## src/rtl/conv_column_feeder.sv

```systemverilog
`default_nettype none
// ============================================================================
// Module      : conv_column_feeder
// Description : Raster-order pixel-stream front end for the 3x3 systolic
//               convolution array. Two line memories hold the previous two
//               image rows; for every accepted pixel in rows 2 and up a
//               packed vertical column {row y-2, row y-1, row y} is emitted.
//               Build option CONV_FEEDER_ZERO_PAD_EN: when defined, columns
//               are also emitted for rows 0 and 1, and rows above the image
//               read as zero.
// Ports       : clk, rst (async, active-high)
//               pix_data/pix_valid/pix_sof/pix_ready : pixel input handshake
//               input_col/col_valid/col_ready        : column output handshake
//               col_x, col_eol                       : column position tags
//               frame_done                           : pulse after last column
// Revision    : 1.0 - initial release
// ============================================================================
module conv_column_feeder #(
    parameter int DATA_WIDTH = 8,
    parameter int IMG_WIDTH  = 32,
    parameter int IMG_HEIGHT = 32
) (
    input  logic                          clk,
    input  logic                          rst,
    input  logic [DATA_WIDTH-1:0]         pix_data,
    input  logic                          pix_valid,
    input  logic                          pix_sof,
    output logic                          pix_ready,
    output logic [3*DATA_WIDTH-1:0]       input_col,
    output logic                          col_valid,
    input  logic                          col_ready,
    output logic [$clog2(IMG_WIDTH)-1:0]  col_x,
    output logic                          col_eol,
    output logic                          frame_done
);

    localparam int XW = $clog2(IMG_WIDTH);
    localparam int YW = $clog2(IMG_HEIGHT);
    localparam logic [XW-1:0] c_X_LAST = XW'(IMG_WIDTH - 1);
    localparam logic [YW-1:0] c_Y_LAST = YW'(IMG_HEIGHT - 1);
    localparam logic [YW-1:0] c_Y_ONE  = YW'(1);

    typedef enum logic [0:0] {
        ST_FILL   = 1'b0,
        ST_STREAM = 1'b1
    } state_t;

    state_t                     r_state;
    state_t                     w_state_next;
    state_t                     w_state_eff;
    logic [XW-1:0]              r_x;
    logic [XW-1:0]              w_x_next;
    logic [XW-1:0]              w_x_eff;
    logic [YW-1:0]              r_y;
    logic [YW-1:0]              w_y_next;
    logic [YW-1:0]              w_y_eff;

    logic [DATA_WIDTH-1:0]      r_line_a [IMG_WIDTH];   // row y-1
    logic [DATA_WIDTH-1:0]      r_line_b [IMG_WIDTH];   // row y-2
    logic [DATA_WIDTH-1:0]      w_line_a_rd;
    logic [DATA_WIDTH-1:0]      w_line_b_rd;

    logic [3*DATA_WIDTH-1:0]    r_col;
    logic                       r_col_valid;
    logic [XW-1:0]              r_col_x;
    logic                       r_col_eol;
    logic                       r_col_last;             // held column closes the frame
    logic                       r_frame_done;

    logic                       w_accept;
    logic                       w_col_take;
    logic                       w_emit;
    logic                       w_row_last;
    logic                       w_frame_last;
    logic [3*DATA_WIDTH-1:0]    w_col;

    // Single output register without skid: a new pixel may only enter when
    // the held column is absent or leaving this cycle.
    assign pix_ready  = !r_col_valid || col_ready;
    assign w_accept   = pix_valid && pix_ready;
    assign w_col_take = r_col_valid && col_ready;

    assign input_col  = r_col;
    assign col_valid  = r_col_valid;
    assign col_x      = r_col_x;
    assign col_eol    = r_col_eol;
    assign frame_done = r_frame_done;

    // A start-of-frame pixel is handled as position (0,0) in FILL whatever
    // the counters currently say.
    assign w_x_eff     = pix_sof ? '0 : r_x;
    assign w_y_eff     = pix_sof ? '0 : r_y;
    assign w_state_eff = pix_sof ? ST_FILL : r_state;

    assign w_row_last   = (w_x_eff == c_X_LAST);
    assign w_frame_last = w_row_last && (w_y_eff == c_Y_LAST);

    // Asynchronous reads so the column is built from the values present
    // before this pixel's write (read-before-write on the same address).
    assign w_line_a_rd = r_line_a[w_x_eff];
    assign w_line_b_rd = r_line_b[w_x_eff];

`ifdef CONV_FEEDER_ZERO_PAD_EN
    assign w_emit = w_accept;

    always_comb begin
        w_col = {w_line_b_rd, w_line_a_rd, pix_data};
        if (w_state_eff == ST_FILL) begin
            if (w_y_eff == '0) begin
                w_col = {{DATA_WIDTH{1'b0}}, {DATA_WIDTH{1'b0}}, pix_data};
            end else begin
                w_col = {{DATA_WIDTH{1'b0}}, w_line_a_rd, pix_data};
            end
        end
    end
`else
    assign w_emit = w_accept && (w_state_eff == ST_STREAM);
    assign w_col  = {w_line_b_rd, w_line_a_rd, pix_data};
`endif

    // ------------------------------------------------------------------
    // FSM and position counters
    // ------------------------------------------------------------------
    always_ff @(posedge clk or posedge rst) begin
        if (rst) begin
            r_state <= ST_FILL;
            r_x     <= '0;
            r_y     <= '0;
        end else begin
            r_state <= w_state_next;
            r_x     <= w_x_next;
            r_y     <= w_y_next;
        end
    end

    always_comb begin
        w_state_next = r_state;
        w_x_next     = r_x;
        w_y_next     = r_y;
        if (w_accept) begin
            w_state_next = w_state_eff;
            if (w_row_last) begin
                w_x_next = '0;
                if (w_frame_last) begin
                    w_y_next     = '0;
                    w_state_next = ST_FILL;
                end else begin
                    w_y_next = w_y_eff + 1'b1;
                    // Completing row 1 means two full rows are buffered.
                    if (w_y_eff == c_Y_ONE) begin
                        w_state_next = ST_STREAM;
                    end
                end
            end else begin
                w_x_next = w_x_eff + 1'b1;
                w_y_next = w_y_eff;
            end
        end
    end

    // ------------------------------------------------------------------
    // Line memories: contents are don't-care after reset
    // ------------------------------------------------------------------
    always_ff @(posedge clk) begin
        if (w_accept) begin
            r_line_b[w_x_eff] <= w_line_a_rd;
            r_line_a[w_x_eff] <= pix_data;
        end
    end

    // ------------------------------------------------------------------
    // Column output register
    // ------------------------------------------------------------------
    always_ff @(posedge clk or posedge rst) begin
        if (rst) begin
            r_col        <= '0;
            r_col_valid  <= 1'b0;
            r_col_x      <= '0;
            r_col_eol    <= 1'b0;
            r_col_last   <= 1'b0;
            r_frame_done <= 1'b0;
        end else begin
            r_frame_done <= w_col_take && r_col_last;
            if (w_emit) begin
                r_col       <= w_col;
                r_col_valid <= 1'b1;
                r_col_x     <= w_x_eff;
                r_col_eol   <= w_row_last;
                r_col_last  <= w_frame_last;
            end else if (w_col_take) begin
                r_col_valid <= 1'b0;
                r_col_last  <= 1'b0;
            end
        end
    end

endmodule
`default_nettype wire

```

## config.mk

```make
export PLATFORM = sky130hd
export DESIGN_NAME = conv_column_feeder
export DESIGN_NICKNAME = d
export VERILOG_FILES = /design/src/rtl/conv_column_feeder.sv
export SDC_FILE = /design/constraint.sdc
export NUM_CORES = 1
export LEC_CHECK = 0
export CAP_MARGIN = 20
export CORE_MARGIN = 4
export CORE_UTILIZATION = 30
export DETAILED_ROUTE_END_ITERATION = 8
export SLEW_MARGIN = 0
export SYNTH_ARGS = -nofsm -noshare
export SYNTH_HDL_FRONTEND = slang
export SYNTH_SLANG_ARGS = --single-unit
```

## constraint.sdc

```tcl
create_clock -name clk -period 3.5 [get_ports clk]
set_clock_uncertainty 0.15 [all_clocks]
set_input_delay 0.7 -clock clk [delete_from_list [all_inputs] [get_ports clk]]
set_output_delay 0.7 -clock clk [all_outputs]
set_load 0.02 [all_outputs]
```

After elaboration in Yosys (flattened, before gate mapping)
Memory sizes are Yosys's and may differ from the RTL's. A register that Yosys moved wholly into a read port is not among the register bits. Index checks and enable logic that the tools add are counted.

$add $sub $neg: 2. Reduce and logical (&&, ||, !) cells: 8. Equality and inequality tests: 3. Muxes and demuxes: 14.

Operators by type and width (number): 5-bit two-way mux (5); 5-bit by 1-bit adder with 5-bit output (second input constant) (2); 5-bit equality test (second input constant) (2); 1-bit two-way mux (9); 5-bit by 1-bit equality test with 1-bit output (second input constant) (1); 1-bit logical AND (5); 2-bit nonzero test (1); 1-bit logical NOT (1); 1-bit logical OR (1).

RAM bits: 512. Register bits after elaboration: 44. Memories: 2.

Memory list: r_line_a (depth 32, width 8, rd ports 1, clocked after memory_dff 0, wr ports 1, line 58) `logic [DATA_WIDTH-1:0] r_line_a [IMG_WIDTH];`; r_line_b (depth 32, width 8, rd ports 1, clocked after memory_dff 1, wr ports 1, line 59) `logic [DATA_WIDTH-1:0] r_line_b [IMG_WIDTH];`.

Longest topological paths before layout
Gate-level depths: netlist (run 1).

Depth in word-level cells: 5. Mapped depth: 15. Depth with buffers taken out: 12.

Worst setup path before layout (run 1)
No wires, ideal clock.

Path kind: input-to-reg. Start point: in pix_sof. End point: mem r_line_a[11][0], enable pin. Setup slack: 0.194 ns. Arrival: 2.767 ns. Required time: 2.961 ns. Cell stages on the path: 9. Path through: nand2b_1 buf_4 inv_2 buf_2 buf_2 buf_2 ha_1 nand3_1 nor2_1.

Word-level cells in the longest chain between the ends: 1.

RTL lines: start, declared (line 27) `input logic pix_sof,`; 5-bit two-way mux (line 91) `assign w_x_eff = pix_sof ? '0 : r_x;`; named net w_x_eff[0] (line 53) `logic [XW-1:0] w_x_eff;`; end, declared (line 58).

The timed path passes the listed nets, and every way through them passes these cells.

Worst setup path in the final report (run 1)
Start point: in pix_sof. End point: mem r_line_b[30][1], data pin.

Word-level cells in the longest chain between the ends: 2.

RTL lines: 5-bit two-way mux (line 91); memory 32 x 8 bit; named net w_line_a_rd[1] (line 60) `logic [DATA_WIDTH-1:0] w_line_a_rd;`; end, declared (line 59).

The timed path passes the listed nets, and every way through them passes these cells.

==> run summary, run 1 <==
Port buffering added 45 buffers. Summing internal, switching and leakage power gives 0.0151 W. The share of final-layout standard cells stronger than drive strength 1 came out at 0.173. Together, buffers and inverters on the worst path number 4. Setup violations remaining at the end of the flow were counted as 0. The clock-pin slew on the worst setup and hold paths is 0.06 ns. Walking the worst path, the cells encountered are clkdlybuf4s50_1 > buf_4 > or4b_1 > buf_4 > a211oi_1 > nor4_1 > nand2_1 > buf_12. The run gives 37,500 um as the post-DP HPWL.

Leaving out fill and tap cells, the most frequent cells in the layout are sky130_fd_sc_hd__edfxtp_1, sky130_fd_sc_hd__nand2_1, sky130_fd_sc_hd__buf_4, sky130_fd_sc_hd__mux2i_1, sky130_fd_sc_hd__a211oi_1. The final worst-path cycle share is 0.906. Maximum fanout count along the critical path: 32.

After layout, the minimum clock period comes to 3.17 ns. The tree is rooted in a sky130_fd_sc_hd__clkbuf_16. The starting utilization of the core area was 0.303. In the routed design, unresolved DRC markers number 0.

The library cell used most frequently in the layout, excluding fill and tap cells, is sky130_fd_sc_hd__edfxtp_1. Setup repair after global routing left no endpoint under its margin. The fraction of synthesis flops using an asynchronous set or reset pin came out at 0.0791. The mapped cell area was 22,100 um2; the register area was 16,500 um2. Fraction of the mapped netlist area in simple logic gates: 0.0648.

Once layout is complete, the cells apart from fillers number 2,569. The run gives 556 as the clock sink count. For the pin count of the biggest net entering global routing, the log shows 79. For this block, the via count after detailed routing is 13,352. The tools report the number of hold-slack violations in the final timing report as 0. The weighted congestion at the end of routability-driven global placement is 0.827. The worst setup path category is in2reg. The tools report the count of routing violations after the opening detailed-route iteration as 1,527.

The worst-case vdd ir drop is 0.431 mV. The adder-cell area share of the yosys netlist works out to 0.00453. After synthesis the netlist holds a flip-flop and latch count of 556.

Dividing the synthesized area by the synthesized cell count gives 15.6 um2. Launching element type of the critical path: an input pin. The most used flip-flop cell after synthesis is sky130_fd_sc_hd__edfxtp_1. The number of flops mapped to enable cells by yosys is 512, and the count of unique library cells instantiated by Yosys is 56. Dividing the detail-routed via count by the number of cells gives 5.20.

The power density over the cells is 568 nW/um2. The area of the multi-input gates is 5150 um2, and the die height is 279 um. The master of the slowest instance on the critical path was sky130_fd_sc_hd__nor4_1. The number of antenna diodes in the final layout is 0. Synthesis produced a netlist with a net count of 1,436.

In this run the count of I/O pins placed on the die edge is 46. Static timing analysis puts the maximum clock frequency at 315 MHz. For the arrival time reported for the critical path endpoint, the log shows 3.35 ns.

Area share of xor/xnor cells in the synthesized design: 0.000397. The fraction of the mapped netlist area in compound gates is 0.104. The slew at the pin closest to its max-slew limit came out at 0.772 ns. The proportion of synthesized area in mux cells is 0.0560, and the post-synthesis sequential area ratio is 0.746.

For this run the aggregate overflow at the end of global routing stands at 0. The number of hold buffers added after CTS was 0. The overall track demand over capacity in global routing is 0.153.

Counting tap cells, the placed design contains a total of 2,471 instances. Worst hold path class: in2async. The run gives 3.68 ns as the required time reported for the critical path endpoint.

The tools report the number of fill cells as 6,718. The flow ran to the end, and the final reports show no timing, DRC or antenna violations. CTS built an H-tree with a depth of 2.

In this run the core area contains 99 standard-cell rows. Compared with the post-synthesis result, the final layout area differs by 20.3%. The core region is 73,000 um2.

In the synthesized netlist, the number of instances is 1,415. By area, the combinational part of the netlist is dominated by compound AO/OA/AOI/OAI gates. The final layout contains routed wiring with a total length of 60,900 um. The run gives 0.480 as the relative slew slack. The horizontal die dimension was 279 um; the number of post-CTS setup repair buffers was 0. The global-route wire length before repair is 89,000 um. Highest cell delay on the worst timing path: 0.71 ns. The tools report the setup total negative slack as 0 ns.

For this run, the number of Yosys warnings is 0. Number of CTS-inserted buffers: 53. By instance count, the cell type seen most on the critical path is sky130_fd_sc_hd__buf_4. The die covers 78,000 um2. The tools report the total cell area at the placement stage as 24,900 um2. TritonCTS built the clock tree. Clock latency at the later pin of the worst-skew pair: 0.61 ns. For the number of max-slew violations in the final report, the log shows 0. The leakage power total came out at 9.13 nW. The first detailed-routing pass took 5 iterations. The worst setup path is captured at a register. Post-route cell area: 26,600 um2. The tool flagged a number of max-cap violations equal to 0. The number of global-route vias before repair is 13,049, and the final core utilization is 0.364. The per-cell routed wire length came out at 23.7 um. For the number of antenna violations at the first check in global routing, the log shows 0. The maximum clock path buffer count is 3, and the count of cells resized by post-cts repair is 0. Final net count: 1,588. The detail route stage leaves a number of antenna-violating nets equal to 0. Broken down by cell family, the worst path's largest delay share belongs to simple AND/OR/NAND/NOR gates.
-- stage by stage --
stage	hold WS, ns	setup slack, ns
2_1_floorplan	0.320	0.194
5_1_grt	0.313	0.247
3_3_place_gp	0.310	-0.169
3_5_place_dp	0.318	-0.199
4_1_cts	0.289	0.402
6_report	0.295	0.330
-- cell type report --
class,instances,area share
multi-input combinational,742,0.194
clock buffer,73,0.0547
inverter,14,0.00198
clock inverter,25,0.00664
tap,959,0.0452
sequential,556,0.620
timing repair buffer,200,0.0772
-- sequential cells by signal, summed over array words and instances, names as in the netlist --
signal / flops
r_state: 1
r_line_a: 256
r_line_b: 256
frame_done: 1
input_col: 24
col_x: 5
r_col_last: 1
r_y: 5
col_valid: 1
r_x: 5
col_eol: 1
-- path summary, 6_finish.rpt --
kind | from | endpoint | slack, ns | depth (start not counted)
max | pix_sof | r_line_b[30][1] | 0.33 | 8
min | rst | r_x[4] | 0.29 | 2
max reg2reg | r_x[0] | input_col[19] | 0.45 | 7
min reg2reg | input_col[2] | input_col[2] | 0.33 | 2
max in group asynchronous | rst | col_x[2] | 2.33 | 3
min in group clk | input_col[2] | input_col[2] | 0.33 | 2
-- Yosys cell counts (all sizes together) (4+ instances only) --
cell type	instances	area, um2
mux4	4	90.1
mux2	12	135
clkbuf	37	139
buf	66	327
o221ai	8	70.1
a21o	5	37.5
inv	14	52.6
nor4	9	56.3
nand2	149	559
a31oi	17	106
and2	19	119
ha	8	100
a221o	6	60.1
nor2b	18	113
a2111oi	9	116
o22ai	7	43.8
a22oi	13	97.6
a21oi	39	195
dfrtp	44	1100
a311oi	17	149
mux2i	101	1010
a221oi	46	403
nor3	5	25.0
o21ai	26	130
nor2	53	199
edfxtp	512	15400
a211oi	99	743
nand2b	7	43.8
nand3	20	100
-- report_power, final --
part / internal, W / switching, W / total (W)
Combinational: 0.000635 / 0.00125 / 0.00189
Sequential: 0.00770 / 0.0000740 / 0.00777
Clock: 0.00304 / 0.00238 / 0.00542
-- cells by family after synthesis --
family | after synthesis
flip-flops | 556
AO/OA/AOI/OAI | 310
AND/OR/NAND/NOR | 306
buffers and inverters | 117
multiplexers | 117
adder cells (fa/ha/maj) | 8
XOR/XNOR | 1
-- layer usage --
layer / global-route usage / vias up / routed length (um)
met4: 0.0558 / 0 / 2200
met3: 0.0282 / 113 / 4440
li1: - / 5909 / -
met5: 0 / - / 0
met1: 0.209 / 6795 / 25800
met2: 0.246 / 535 / 28500
-- worst reg2reg max path, delay by kind of cell, from the launching register on --
| kind | cells | cell delay (ns) |
|---|---|---|
| flip-flops | 1 | 0.49 |
| multiplexers | 1 | 0.41 |
| AO/OA/AOI/OAI | 4 | 0.83 |
| buffers and inverters | 2 | 1.02 |
(Power assumes the default switching activity.)
==> inputs of run 2 (changes only) <==
--- a/config.mk
+++ b/config.mk
@@ -6,7 +6,7 @@
 export NUM_CORES = 1
 export LEC_CHECK = 0
 export CAP_MARGIN = 20
-export CORE_MARGIN = 4
+export CORE_MARGIN = 1.5
 export CORE_UTILIZATION = 30
 export DETAILED_ROUTE_END_ITERATION = 8
 export SLEW_MARGIN = 0
==> run summary, run 2 (synthesis gave the netlist of run 1 again) <==
The post-route cell area is 26,700 um2. The tools report the destination of the worst hold path as input_col[7]. The worst setup path is launched from a register.

The maximum fanout count along the critical path was 32; the number of fill cells was 6,846. The number of max-slew violations in the final report was 0; the number of stages on the worst hold path was 2. The worst-case IR drop observed on VDD is 0.352 mV. The slew at the pin closest to its max-slew limit came out at 0.790 ns.

TritonCTS built the clock tree. Walking the worst path, the cells encountered are inv_2 > buf_4 > a221oi_1 > a211oi_1 > a2111oi_2 > nand2_1 > buf_4. The worst register-to-register path ends at r_line_b[27][4]. The cell that appears most often on the critical path is sky130_fd_sc_hd__buf_4.

The post-cts hold buffer count was 0; the worst-case reg-to-reg path depth was 7. The first global-routing pass estimated 90,900 um of wire. The per-cell routed wire length is 24.1 um. The worst hold path begins at input_col[7].

In this run the static leakage power is 9.22 nW. The highest cell delay on the worst timing path is 0.62 ns. The slowest stage of the critical path belongs to the cell sky130_fd_sc_hd__a2111oi_2. At the later pin of the worst-skew pair, clock insertion delay measures 0.60 ns. STA classifies the critical path endpoint as a register. In the routed design, unresolved DRC markers number 0. Clock root buffer: sky130_fd_sc_hd__clkbuf_16. The tools report the proportion of power drawn by flip-flops and latches as 0.511.

The run gives 0.126 as the combinational cell fraction of total power. The final worst-path cycle share works out to 0.918. Clock tree synthesis inserted a total of 53 buffers. For the relative slew slack, the log shows 0.460. The clock-pin slew on the worst setup and hold paths is 0.07 ns, and the final net count is 1,602. The worst path needs 3.21 ns of the cycle, external delays included.

The count of routing violations after the opening detailed-route iteration was 1,451. The count of input and output buffers works out to 45. For the starting utilization of the core area, the log shows 0.303. Dividing total power by cell area gives a power density of 569 nW/um2. The run gives 556 as the clock sink count. The min-delay analysis places its worst path in the category reg2reg. The share of final-layout standard cells stronger than drive strength 1 is 0.181, and the first-pass iteration count of the detailed router is 5. Together, buffers and inverters on the worst path number 3. The worst setup path is of the reg2reg kind.

The tools report the full die area as 75,200 um2. The worst register-to-register path begins at r_x[0]. The repair_antennas step left the layout with diodes totalling 0. Number of global-route vias before repair: 13,400. The total congestion overflow after global routing is 0, and the maximum clock path buffer count is 3. The core region is 72,800 um2. The number of antenna-violating nets in the routed design is 0, and the growth of design area from synthesis to finish is 21.0%.

The run gives 0 as the number of antenna violations at the first check in global routing. In the layout the commonest cells are sky130_fd_sc_hd__edfxtp_1, sky130_fd_sc_hd__nand2_1, sky130_fd_sc_hd__buf_4, sky130_fd_sc_hd__mux2i_1, sky130_fd_sc_hd__a211oi_1. Setup repair after global routing left no endpoint under its margin. The mean number of vias per cell is 5.27, and the total power is 0.0152 W. The clock tree synthesis step divided the H-tree into 2 levels. At the end of routability-driven placement, the weighted congestion stood at 0.826. Switching share of power: 0.247. The final route contains 13,622 vias. The total setup violations reported at the end of the flow came out at 0.

The analysis attributes to net switching a power of 0.00376 W. Derived from the worst setup path, the maximum achievable clock frequency is 311 MHz. The run finished with clean final reports. Entering global routing, the biggest net connects 84 pins. Setup slack on the worst reg-to-reg path comes out at 0.29 ns. The tools report the arrival time reported for the critical path endpoint as 3.38 ns. After clock tree synthesis, the setup repair step added 0 buffers. Horizontal die dimension: 274 um. The tool flagged a number of max-cap violations equal to 0. The internal portion of the total power is 0.0114 W. The number of hold-slack violations in the final timing report is 0.

The die height is 274 um, and the count of pins on the block boundary is 46. The kind of cell adding the most delay to the critical path is compound AO/OA/AOI/OAI gates. The tools report the clock share of power as 0.363. The post-detailed-routing wire length was 62,300 um; the post-DP HPWL was 38,400 um. In this run the cell area measured after placement is 25,100 um2.

Data on the critical path is required at its endpoint by 3.67 ns. The most frequent standard cell in the layout excluding fill and tap cells is sky130_fd_sc_hd__edfxtp_1. The count of cells resized by post-cts repair is 0. Row generation in the floorplan step produced 99 rows. The overall track demand over capacity in global routing is 0.165.
-- run 2: worst max-delay path by stage --
stage            start         endpoint  slack (ns)  depth (start not counted)
3_3_place_gp   pix_sof  r_line_b[21][2]       -0.11                          7
2_1_floorplan  pix_sof  r_line_a[11][0]        0.19                          9
3_5_place_dp   pix_sof  r_line_b[17][4]       -0.09                          7
6_report        r_x[0]  r_line_b[27][4]        0.29                          7
4_1_cts         r_x[0]  r_line_b[15][4]        0.34                          7
5_1_grt         r_x[0]  r_line_b[26][6]        0.24                          7
-- run 2: worst reg2reg max path, stage by stage (launching register included) --
cell and delay, ns:
sky130_fd_sc_hd__dfrtp_4 0.58, sky130_fd_sc_hd__inv_2 0.34, sky130_fd_sc_hd__buf_4 0.33, sky130_fd_sc_hd__a221oi_1 0.27
sky130_fd_sc_hd__a211oi_1 0.15, sky130_fd_sc_hd__a2111oi_2 0.62, sky130_fd_sc_hd__nand2_1 0.20, sky130_fd_sc_hd__buf_4 0.27
-- run 2: per-stage QoR --
| step | utilization | instances | hold slack, ns | worst slack [ns] | setup TNS (ns) |
|---|---|---|---|---|---|
| 6_report | 0.367 | 2583 | 0.323 | 0.287 | 0 |
| 5_1_grt | 0.367 | 2583 | 0.354 | 0.240 | 0 |
| 4_1_cts | 0.367 | 2583 | 0.332 | 0.342 | 0 |
| 3_5_place_dp | 0.344 | 2485 | 0.317 | -0.0860 | -6.47 |
| 3_3_place_gp | 0.344 | 2485 | 0.308 | -0.112 | -8.80 |
| 2_1_floorplan | - | 1415 | 0.320 | 0.194 | 0 |
-- run 2: power by group through the flow --
stage          combinational, W  sequential, W  clock (W)
2_1_floorplan           0.00105        0.00787          0
3_3_place_gp            0.00188        0.00790          0
3_5_place_dp            0.00191        0.00791          0
4_1_cts                 0.00191        0.00777    0.00560
5_1_grt                 0.00204        0.00777    0.00585
6_report                0.00191        0.00777    0.00551
-- run 2: final cells by class --
type / count / area (um2) / share of cell area
clock inverter: 31 / 260 / 0.00974
inverter: 14 / 52.6 / 0.00197
clock buffer: 67 / 1380 / 0.0516
sequential: 556 / 16500 / 0.617
tap: 959 / 1200 / 0.0449
multi-input combinational: 742 / 5140 / 0.192
timing repair buffer: 214 / 2190 / 0.0822
-- run 2: layer usage --
layer	global-route usage	wire, um	vias to the layer above
li1	-	-	5936
met1	0.222	25800	6977
met2	0.272	30100	605
met3	0.0288	4870	104
met4	0.0495	1550	0
met5	0	0	-
==> inputs of run 3 (changes only) <==
--- a/config.mk
+++ b/config.mk
@@ -6,7 +6,6 @@
 export NUM_CORES = 1
 export LEC_CHECK = 0
 export CAP_MARGIN = 20
-export CORE_MARGIN = 1.5
 export CORE_UTILIZATION = 30
 export DETAILED_ROUTE_END_ITERATION = 8
 export SLEW_MARGIN = 0
==> run summary, run 3 (synthesis gave the netlist of run 1 again) <==
The largest single stage delay on the critical path is 0.75 ns. Clock latency on the worst-skew pair, taken at its later pin, is 0.60 ns. The first TritonRoute pass finished after 5 iterations.

The met3 capacity usage during global routing came out at 0.0281. The worst setup path is captured at a register. The core area was 72,800 um2. The tightest min-delay check is of the reg2reg type. In this run the power spent charging and discharging nets is 0.00362 W. The mean number of vias per cell is 5.16, and the weighted congestion at the end of routability-driven global placement is 0.853. The run gives 0 as the count of cells resized by post-cts repair. The run gives 0 as the total setup violations reported at the end of the flow. The slew at the pin closest to its max-slew limit is 0.876 ns, and the met2 track utilization from global routing is 0.271. Final period demand of the worst path: 3.20 ns.

The starting utilization of the core area is 0.303. The required time reported for the critical path endpoint is 3.64 ns. For the number of global-route vias before repair, the log shows 12,952. Among all stages on the critical path, the largest delay is contributed by sky130_fd_sc_hd__or4b_1. The initialized floorplan defines 99 standard-cell rows. 46 I/O pins were placed. The path with the worst hold slack has its endpoint at input_col[4]. The setup check on the worst reg-to-reg path leaves a slack of 0.40 ns.

During placement, the flow inserted port buffers numbering 45. The run gives 3.34 ns as the arrival time reported for the critical path endpoint. Most utilized layer in the global route result: met2. The total congestion overflow after global routing was 0.

The clock share of power was 0.350. The final worst-path cycle share is 0.915, and the total power is 0.0148 W. The number of stages on the worst hold path is 2. For the full die area, the log shows 74,700 um2. The maximum fanout count along the critical path is 28. The worst setup path is of the in2reg kind. The final net count was 1,577; the switching share of power was 0.245. In this run, post-CTS hold repair placed 0 buffers.

The worst register-to-register path ends at r_line_b[14][6]. Share of final-layout standard cells stronger than drive strength 1: 0.164. The internal power consumption was 0.0112 W; the clock-pin slew on the worst setup and hold paths was 0.06 ns.

The number of antenna violations at the first check in global routing came out at 0. Pin count of the biggest net entering global routing: 99. CTS built an H-tree with a depth of 2.

The signal on the critical path passes through clkdlybuf4s50_1 > buf_12 > or4b_1 > buf_4 > nor2_1 > buf_4. The total cell area at the placement stage came out at 24,800 um2. The number of setup buffers added after CTS is 0. In this design, the critical path's most frequently occurring cell is sky130_fd_sc_hd__buf_4. The logs give 6,826 for the number of fill cells and 59,700 um for the post-detailed-routing wire length. The horizontal die dimension is 273 um.

After detailed routing, the average wire length per cell comes to 23.4 um. Kind of cell adding the most delay to the critical path: buffers and inverters. The proportion of power drawn by flip-flops and latches came out at 0.525. The library cell used most frequently in the layout, excluding fill and tap cells, is sky130_fd_sc_hd__edfxtp_1. Summed over all failing endpoints, the final setup total negative slack is 0 ns.

The number of max-slew violations in the final report is 0. The start point of the worst hold path is input_col[4]. The tools report the area of the multi-input gates as 5140 um2. The logs give 2,461 for the instance count after placement with tap cells included and 556 for the clock sink count. In this run the remaining antenna-violating nets after routing total 0.

Worst-case reg-to-reg path depth: 5. The leakage power total was 9.04 nW; the relative slew slack was 0.416. The maximum clock frequency came out at 312 MHz. The die height is 273 um. The first routing iteration left 1,221 violations. The worst setup path is launched from an input pin.

Compared with the post-synthesis result, the final layout area differs by 19.4%. TritonCTS built the clock tree. The reported max-cap violation count was 0; the power density over the cells was 562 nW/um2.

The run gives 36,800 um as the post-DP HPWL. The clock passes through at most 3 buffers. Setup repair after global routing left no endpoint under its margin.

Leaving out fill and tap cells, the most frequent cells in the layout are sky130_fd_sc_hd__edfxtp_1, sky130_fd_sc_hd__nand2_1, sky130_fd_sc_hd__buf_4, sky130_fd_sc_hd__mux2i_1, sky130_fd_sc_hd__a211oi_1. The overall track demand over capacity in global routing was 0.158; the global-route wire length before repair was 86,900 um. The global-route met1 utilization came out at 0.204. After detailed routing, the number of remaining DRC violations is 0. The combinational cell fraction of total power was 0.125.

The startpoint identified for the worst register-to-register timing path is r_x[2]. Across the whole layout, storage elements account for 16,500 um2. The count of buffer and inverter cells on the critical path is 4, and the worst-case vdd ir drop is 0.360 mV. Across all layers, the routed design uses 13,179 vias. The logs give 2,555 for the number of standard cells in the layout, taps in and fillers out and 0 for the final antenna diode count. After routing the design area is 26,400 um2.

Number of hold-slack violations in the final timing report: 0. The run finished with clean final reports. The clock root buffer is sky130_fd_sc_hd__clkbuf_16.

The number of CTS-inserted buffers came out at 52.
run 3: cell types whose count changed in the layout (fill, tap and decap cells not counted), sizes merged:
cell | previous run | this run
inv | 16 | 14
clkbuf | 67 | 68
clkinv | 23 | 25
bufinv | 4 | 1
buf | 169 | 145
clkinvlp | 2 | 0
run 3: tightest hold or removal path, stage by stage, from the launching register on:
cell and delay, ns:
sky130_fd_sc_hd__dfrtp_1 0.34, sky130_fd_sc_hd__nand2_1 0.05, sky130_fd_sc_hd__nand2_1 0.06
run 3: how the worst max path moves through the flow:
| stage | from | endpoint | slack, ns | depth (start not counted) |
|---|---|---|---|---|
| CTS | pix_sof | r_line_b[11][1] | 0.35 | 6 |
| floorplan | pix_sof | r_line_a[11][0] | 0.19 | 9 |
| global route | pix_sof | r_line_b[1][5] | 0.21 | 9 |
| detailed placement | pix_sof | r_line_b[11][6] | -0.26 | 6 |
| global placement | pix_sof | r_line_b[23][1] | -0.26 | 9 |
| finish | pix_sof | r_line_b[11][6] | 0.30 | 6 |
run 3: power groups by stage:
stage                     logic [W]  clock network [W]  registers, W
after floorplan             0.00105                  0       0.00787
after detailed placement    0.00184                  0       0.00791
after CTS                   0.00185            0.00530       0.00777
after global placement      0.00182                  0       0.00791
after global routing        0.00197            0.00552       0.00778
final                       0.00184            0.00518       0.00778
run 3: per-stage QoR:
| step | util | setup WS [ns] | hold WS, ns |
|---|---|---|---|
| floorplan | - | 0.194 | 0.320 |
| global placement | 0.341 | -0.264 | 0.310 |
| detailed placement | 0.341 | -0.256 | 0.319 |
| CTS | 0.362 | 0.353 | 0.334 |
| global route | 0.362 | 0.215 | 0.352 |
| finish | 0.362 | 0.299 | 0.330 |
run 3: routing by layer:
layer  vias to the layer above  share of wire
met5                         -              0
li1                       5871              -
met3                       103          0.070
met1                      6685           0.41
met4                         0          0.026
met2                       520           0.49
run 3: layout make-up:
cell class,instances,share of cell area
Clock buffer,68,0.0532
Clock inverter,26,0.00518
Inverter,14,0.00199
Multi-Input combinational cell,742,0.195
Sequential cell,556,0.625
Tap cell,959,0.0455
Timing Repair Buffer,190,0.0736
